## config.mk

```make
export PLATFORM = sky130hd
export DESIGN_NAME = mp4_top
export DESIGN_NICKNAME = d
export VERILOG_FILES = /design/src/rtl/mp4_top.sv
export SDC_FILE = /design/constraint.sdc
export NUM_CORES = 1
export LEC_CHECK = 0
export CORE_ASPECT_RATIO = 0.75
export CORE_MARGIN = 2
export CORE_UTILIZATION = 30
export DETAILED_ROUTE_END_ITERATION = 6
export DONT_BUFFER_PORTS = 1
export PLACE_DENSITY = 0.45
export SETUP_SLACK_MARGIN = 0.5
export SLEW_MARGIN = 20
export SYNTH_ARGS = -nofsm -noshare
export SYNTH_HDL_FRONTEND = slang
export SYNTH_SLANG_ARGS = --single-unit
```

## constraint.sdc

```tcl
create_clock -name clk -period 2.72 [get_ports clk]
set_input_delay 0.408 -clock clk [delete_from_list [all_inputs] [get_ports clk]]
set_output_delay 0.408 -clock clk [all_outputs]
set_load 0.01 [all_outputs]
```

## src/rtl/mp4_top.sv

```systemverilog
// Memory-side arbiter and cacheline adapter: serialises icache/dcache 256-bit line
// requests onto one 64-bit 4-beat burst port. Optional `ARB_ROUND_ROBIN_EN` alternates ties.
module mp4_top #(
  parameter int LINE_BITS = 256,
  parameter int BEAT_BITS = 64
) (
  input  logic                 clk,
  input  logic                 rst,
  input  logic                 i_read,
  input  logic [31:0]          i_addr,
  output logic [LINE_BITS-1:0] i_rdata,
  output logic                 i_resp,
  input  logic                 d_read,
  input  logic                 d_write,
  input  logic [31:0]          d_addr,
  input  logic [LINE_BITS-1:0] d_wdata,
  output logic [LINE_BITS-1:0] d_rdata,
  output logic                 d_resp,
  output logic                 pmem_read,
  output logic                 pmem_write,
  output logic [31:0]          pmem_address,
  output logic [BEAT_BITS-1:0] pmem_wdata,
  input  logic [BEAT_BITS-1:0] pmem_rdata,
  input  logic                 pmem_resp
);

  localparam int BEATS = LINE_BITS / BEAT_BITS;
  localparam int CW    = (BEATS > 1) ? $clog2(BEATS) : 1;

  typedef enum logic [2:0] {IDLE, I_READ, D_READ, D_WRITE, DONE} state_t;

  state_t                state_reg, state_next;
  logic [CW-1:0]         beat_reg, beat_next;
  logic [31:0]           addr_reg, addr_next;
  logic [LINE_BITS-1:0]  wline_reg, wline_next;
  logic [LINE_BITS-1:0]  buf_reg, buf_next;
  logic [LINE_BITS-1:0]  i_rdata_reg, i_rdata_next;
  logic [LINE_BITS-1:0]  d_rdata_reg, d_rdata_next;
  // Requester of the current (or most recent) transfer; doubles as round-robin state.
  logic                  served_d_reg, served_d_next;

  logic [LINE_BITS-1:0]  buf_merged;
  logic [BEAT_BITS-1:0]  wbeats [BEATS];
  logic                  last_beat;
  logic                  d_pending;
  logic                  pick_i;

  genvar gi;
  generate
    for (gi = 0; gi < BEATS; gi++) begin : g_beat
      assign buf_merged[gi*BEAT_BITS +: BEAT_BITS] =
        (beat_reg == CW'(gi)) ? pmem_rdata : buf_reg[gi*BEAT_BITS +: BEAT_BITS];
      assign wbeats[gi] = wline_reg[gi*BEAT_BITS +: BEAT_BITS];
    end
  endgenerate

  assign last_beat = (beat_reg == CW'(BEATS - 1));
  assign d_pending = d_read | d_write;

`ifdef ARB_ROUND_ROBIN_EN
  assign pick_i = i_read & (~d_pending | served_d_reg);
`else
  assign pick_i = i_read & ~d_pending;
`endif

  always_ff @(posedge clk or negedge rst) begin
    if (!rst) begin
      state_reg    <= IDLE;
      beat_reg     <= '0;
      addr_reg     <= '0;
      wline_reg    <= '0;
      buf_reg      <= '0;
      i_rdata_reg  <= '0;
      d_rdata_reg  <= '0;
      served_d_reg <= 1'b0;
    end else begin
      state_reg    <= state_next;
      beat_reg     <= beat_next;
      addr_reg     <= addr_next;
      wline_reg    <= wline_next;
      buf_reg      <= buf_next;
      i_rdata_reg  <= i_rdata_next;
      d_rdata_reg  <= d_rdata_next;
      served_d_reg <= served_d_next;
    end
  end

  always_comb begin
    state_next    = state_reg;
    beat_next     = beat_reg;
    addr_next     = addr_reg;
    wline_next    = wline_reg;
    buf_next      = buf_reg;
    i_rdata_next  = i_rdata_reg;
    d_rdata_next  = d_rdata_reg;
    served_d_next = served_d_reg;
    pmem_read     = 1'b0;
    pmem_write    = 1'b0;
    pmem_wdata    = '0;
    i_resp        = 1'b0;
    d_resp        = 1'b0;

    case (state_reg)
      IDLE: begin
        beat_next = '0;
        if (pick_i) begin
          state_next    = I_READ;
          addr_next     = i_addr;
          served_d_next = 1'b0;
        end else if (d_read) begin
          state_next    = D_READ;
          addr_next     = d_addr;
          served_d_next = 1'b1;
        end else if (d_write) begin
          state_next    = D_WRITE;
          addr_next     = d_addr;
          wline_next    = d_wdata;
          served_d_next = 1'b1;
        end
      end
      I_READ, D_READ: begin
        pmem_read = 1'b1;
        if (pmem_resp) begin
          buf_next  = buf_merged;
          beat_next = beat_reg + CW'(1);
          if (last_beat) begin
            state_next = DONE;
            // Publish the complete line so the port shows it during DONE and holds it after.
            if (state_reg == I_READ) i_rdata_next = buf_merged;
            else                     d_rdata_next = buf_merged;
          end
        end
      end
      D_WRITE: begin
        pmem_write = 1'b1;
        pmem_wdata = wbeats[beat_reg];
        if (pmem_resp) begin
          beat_next = beat_reg + CW'(1);
          if (last_beat) state_next = DONE;
        end
      end
      DONE: begin
        i_resp     = ~served_d_reg;
        d_resp     = served_d_reg;
        state_next = IDLE;
      end
      default: state_next = IDLE;
    endcase
  end

  assign pmem_address = addr_reg & ~32'(LINE_BITS / 8 - 1);
  assign i_rdata      = i_rdata_reg;
  assign d_rdata      = d_rdata_reg;

endmodule

```

==> metrics.md <==
| Metric | Value |
|---|---|
| Slew HR | `0.439` |
| Vias/cell | `4.94` |
| Worst-Margin Slew | `0.842 ns` |
| Worst path arrival time | `2.35 ns` |
| Starting Density | `0.301` |
| RSZ-0062 raised after global routing | `yes` |
| Antenna violations before repair | `23` |
| Lkg Pwr | `25.9 nW` |
| Maxcap violations | `0` |
| Quantity of I/O buffers inserted on ports | `0` |
| Sw Share | `0.344` |
| Crit. End Element | `primary output` |
| Sw power | `24.0 mW` |
| Reg-to-Reg Start | `beat_reg[0]` |
| Crit. Startpoint | `beat_reg[0]` |
| Slew Viols, Final | `0` |
| Root buffer cell | `clkbuf_16` |
| Post-detail-place hpwl | `98900 µm` |
| Combinational group share of total power | `0.339` |
| Commonest non-fill, non-tap cell in the layout | `mux2_2` |
| CTS sink cnt | `1057` |
| Top_reg_cell synth | `dfrtp_1` |
| Placer congestion estimate | `0.893` |
| Pin count of the biggest net entering global routing | `181` |
| Number of synthesized register bits | `1057` |
| Placement row count | `122` |
| Vias after detailed routing | `26.4k` |
| Synth warn | `0` |
| Die area | `151000 µm²` |
| Metal-1 WL | `66100 µm` |
| Final Instance Area | `57800 µm²` |
| Worst hold path class | `primary input to async pin` |
| Crit path kind | `flip-flop to primary output` |
| Worst skew pair latency | `0.74 ns` |
| Startpoint Class | `flip-flop` |
| Register-to-register setup slack | `0.25 ns` |
| Failing checks | `hold timing, setup timing` |
| Cell area power density | `1210 nW/µm²` |
| Nets@finish | `3655` |
| Core Util, Final | `0.393` |
| Period utilization | `1.01` |
| Post-synth EDFFs | `0` |
| Total gr overflow | `0` |
| Seq pwr share | `0.435` |
| Vias in the first global route | `28.3k` |
| Final hold slack | `-0.417 ns` |
| WP data required | `2.31 ns` |
| Max IR drop VDD | `0.583 mV` |
| Initial DRC count | `1380` |
| Drt drc | `0` |
| R2R depth | `10` |
| H-tree depth | `3` |
| Critical Path End | `pmem_wdata[4]` |
| TritonCTS buffer count | `110` |
| CP Max Fanout | `11` |
| DR WL/cell | `29.9 µm` |
| Setup ws final | `-0.0379 ns` |
| Layout Skew | `0.0558 ns` |
| Core region area | `147000 µm²` |
| Synthesized cell area | `44300 µm²` |
| CTS tree | `built` |
| Routed wl met3 | `10800 µm` |
| Status | `finished with violations` |
| Post-Syn Instances | `2743` |
| Register area share after synthesis | `0.597` |
| Max clock buf depth | `3` |
| Crit path time final | `2.76 ns` |
| Die Wd | `448 µm` |
| Fmax | `363 MHz` |
| Die Y | `337 µm` |
| Area after DPL | `47000 µm²` |
| Endpoints failing setup | `3` |
| Worst-path clk slew | `0.06 ns` |
| Clock power frac | `0.226` |
| Async SR Flop Fraction | `1.00` |
| Most frequent cells in the layout | `mux2_2 (1162), dfrtp_1 (1052), dlygate4sd3_1 (380), clkbuf_16 (120), mux2_1 (91)` |
| Reg2Reg Capture Point | `i_rdata[53]` |
| Internal | `45.7 mW` |
| # IOs | `1002` |
| Count of cell types in the netlist | `34` |
| Max Used Layer | `met5` |
| First-pass GRT wire length | `219000 µm` |
| Fillers | `13.6k` |
| Synth-to-layout area growth | `30.4%` |
| Wire length on met2 | `77500 µm` |
| Avg Cell Area, Syn | `16.2 µm²` |
| Final Hold Vio Count | `86` |
| WL final | `160000 µm` |
| Layout cells sized above 1 | `0.504` |
| Hold Buf Count CTS | `381` |
| Gr usage total | `0.203` |
| 1st-pass router iterations | `4` |
| Antenna viol nets, final | `0` |
| Fin Setup TNS | `-0.0794 ns` |
## worst min path at each step
stage	start	endpoint	slack, ns
2_1_floorplan	rst	addr_reg[10]	0.11
3_3_place_gp	rst	wline_reg[180]	0.14
3_5_place_dp	rst	wline_reg[52]	0.11
4_1_cts	rst	i_rdata[249]	-0.45
5_1_grt	rst	buf_reg[249]	-0.45
6_report	rst	i_rdata[249]	-0.42
## Yosys cell counts (3+ instances only)
cell / count / area share
mux2_1: 95 / 0.024
nand3_2: 3 / 0.00068
dfrtp_1: 1057 / 0.60
mux2_2: 1185 / 0.30
and3_1: 4 / 0.00056
a2bb2oi_1: 27 / 0.0053
buf_4: 30 / 0.0051
nor2b_1: 66 / 0.0093
o22ai_1: 27 / 0.0038
inv_1: 5 / 0.00042
ha_1: 4 / 0.0011
nand2_1: 4 / 0.00034
buf_2: 87 / 0.0098
buf_1: 18 / 0.0015
clkbuf_1: 45 / 0.0038
mux4_2: 64 / 0.033
nor2_1: 5 / 0.00042
## cell type report
class / instances / area, µm² / area share
Tap cell: 1984 / 2480 / 0.0429
Clock buffer: 165 / 3220 / 0.0557
Sequential cell: 1057 / 26500 / 0.458
Timing Repair Buffer: 582 / 7640 / 0.132
Antenna cell: 10 / 25.0 / 0.000433
Clock inverter: 35 / 526 / 0.00909
Multi-Input combinational cell: 1505 / 17400 / 0.301
Inverter: 5 / 23.8 / 0.000411
## worst max-delay path: stages, from the launching register on
cell and delay [ns]:
dfrtp_4 0.50, buf_12 0.16, buf_16 0.16, buf_4 0.14, mux4_2 0.47, nor2b_1 0.21
## per-stage QoR
stage	hold slack (ns)	cells	setup slack [ns]	total power, mW
after CTS	-0.453	5295	-0.123	69.4
final	-0.417	5343	-0.0379	69.7
after detailed placement	0.114	4614	0.0496	49.4
after global placement	0.137	4608	0.378	48.3
after global routing	-0.451	5339	-0.126	73.1
after floorplan	0.112	2747	0.480	41.5
## power by group through the flow
stage | Clock (mW) | Combinational [mW] | Sequential [mW]
floorplan | 0 | 14.1 | 27.4
global placement | 0 | 17.9 | 30.4
detailed placement | 0 | 18.8 | 30.6
CTS | 16.3 | 22.8 | 30.3
global route | 16.9 | 25.2 | 31.0
finish | 15.8 | 23.6 | 30.3
## cell families after synthesis
group,Yosys count,share of synthesized area
muxes,1344,0.358
DFF,1057,0.597
buffers and inverters,185,0.0207
and+or+nand+nor,89,0.0126
AOI/OAI and AO/OA,62,0.0105
adders and majority gates,4,0.00113
other,1,0.0000846
xor gates and xnor gates,1,0.000367
## metal layers
metal,global-route usage,vias to the layer above
met4,0.0629,12
met3,0.0587,253
met1,0.256,14200
met5,0,-
met2,0.337,781
li1,-,11100
## timing repair
action                                  CTS  global route
gates resized for setup                 140            66
pin swaps                                 5             0
setup endpoints to repair               513           959
gates cloned                             46            11
setup buffers                            54            27
endpoints found under the hold margin  1484            86
No activity file was read; power rests on OpenSTA's default activity.
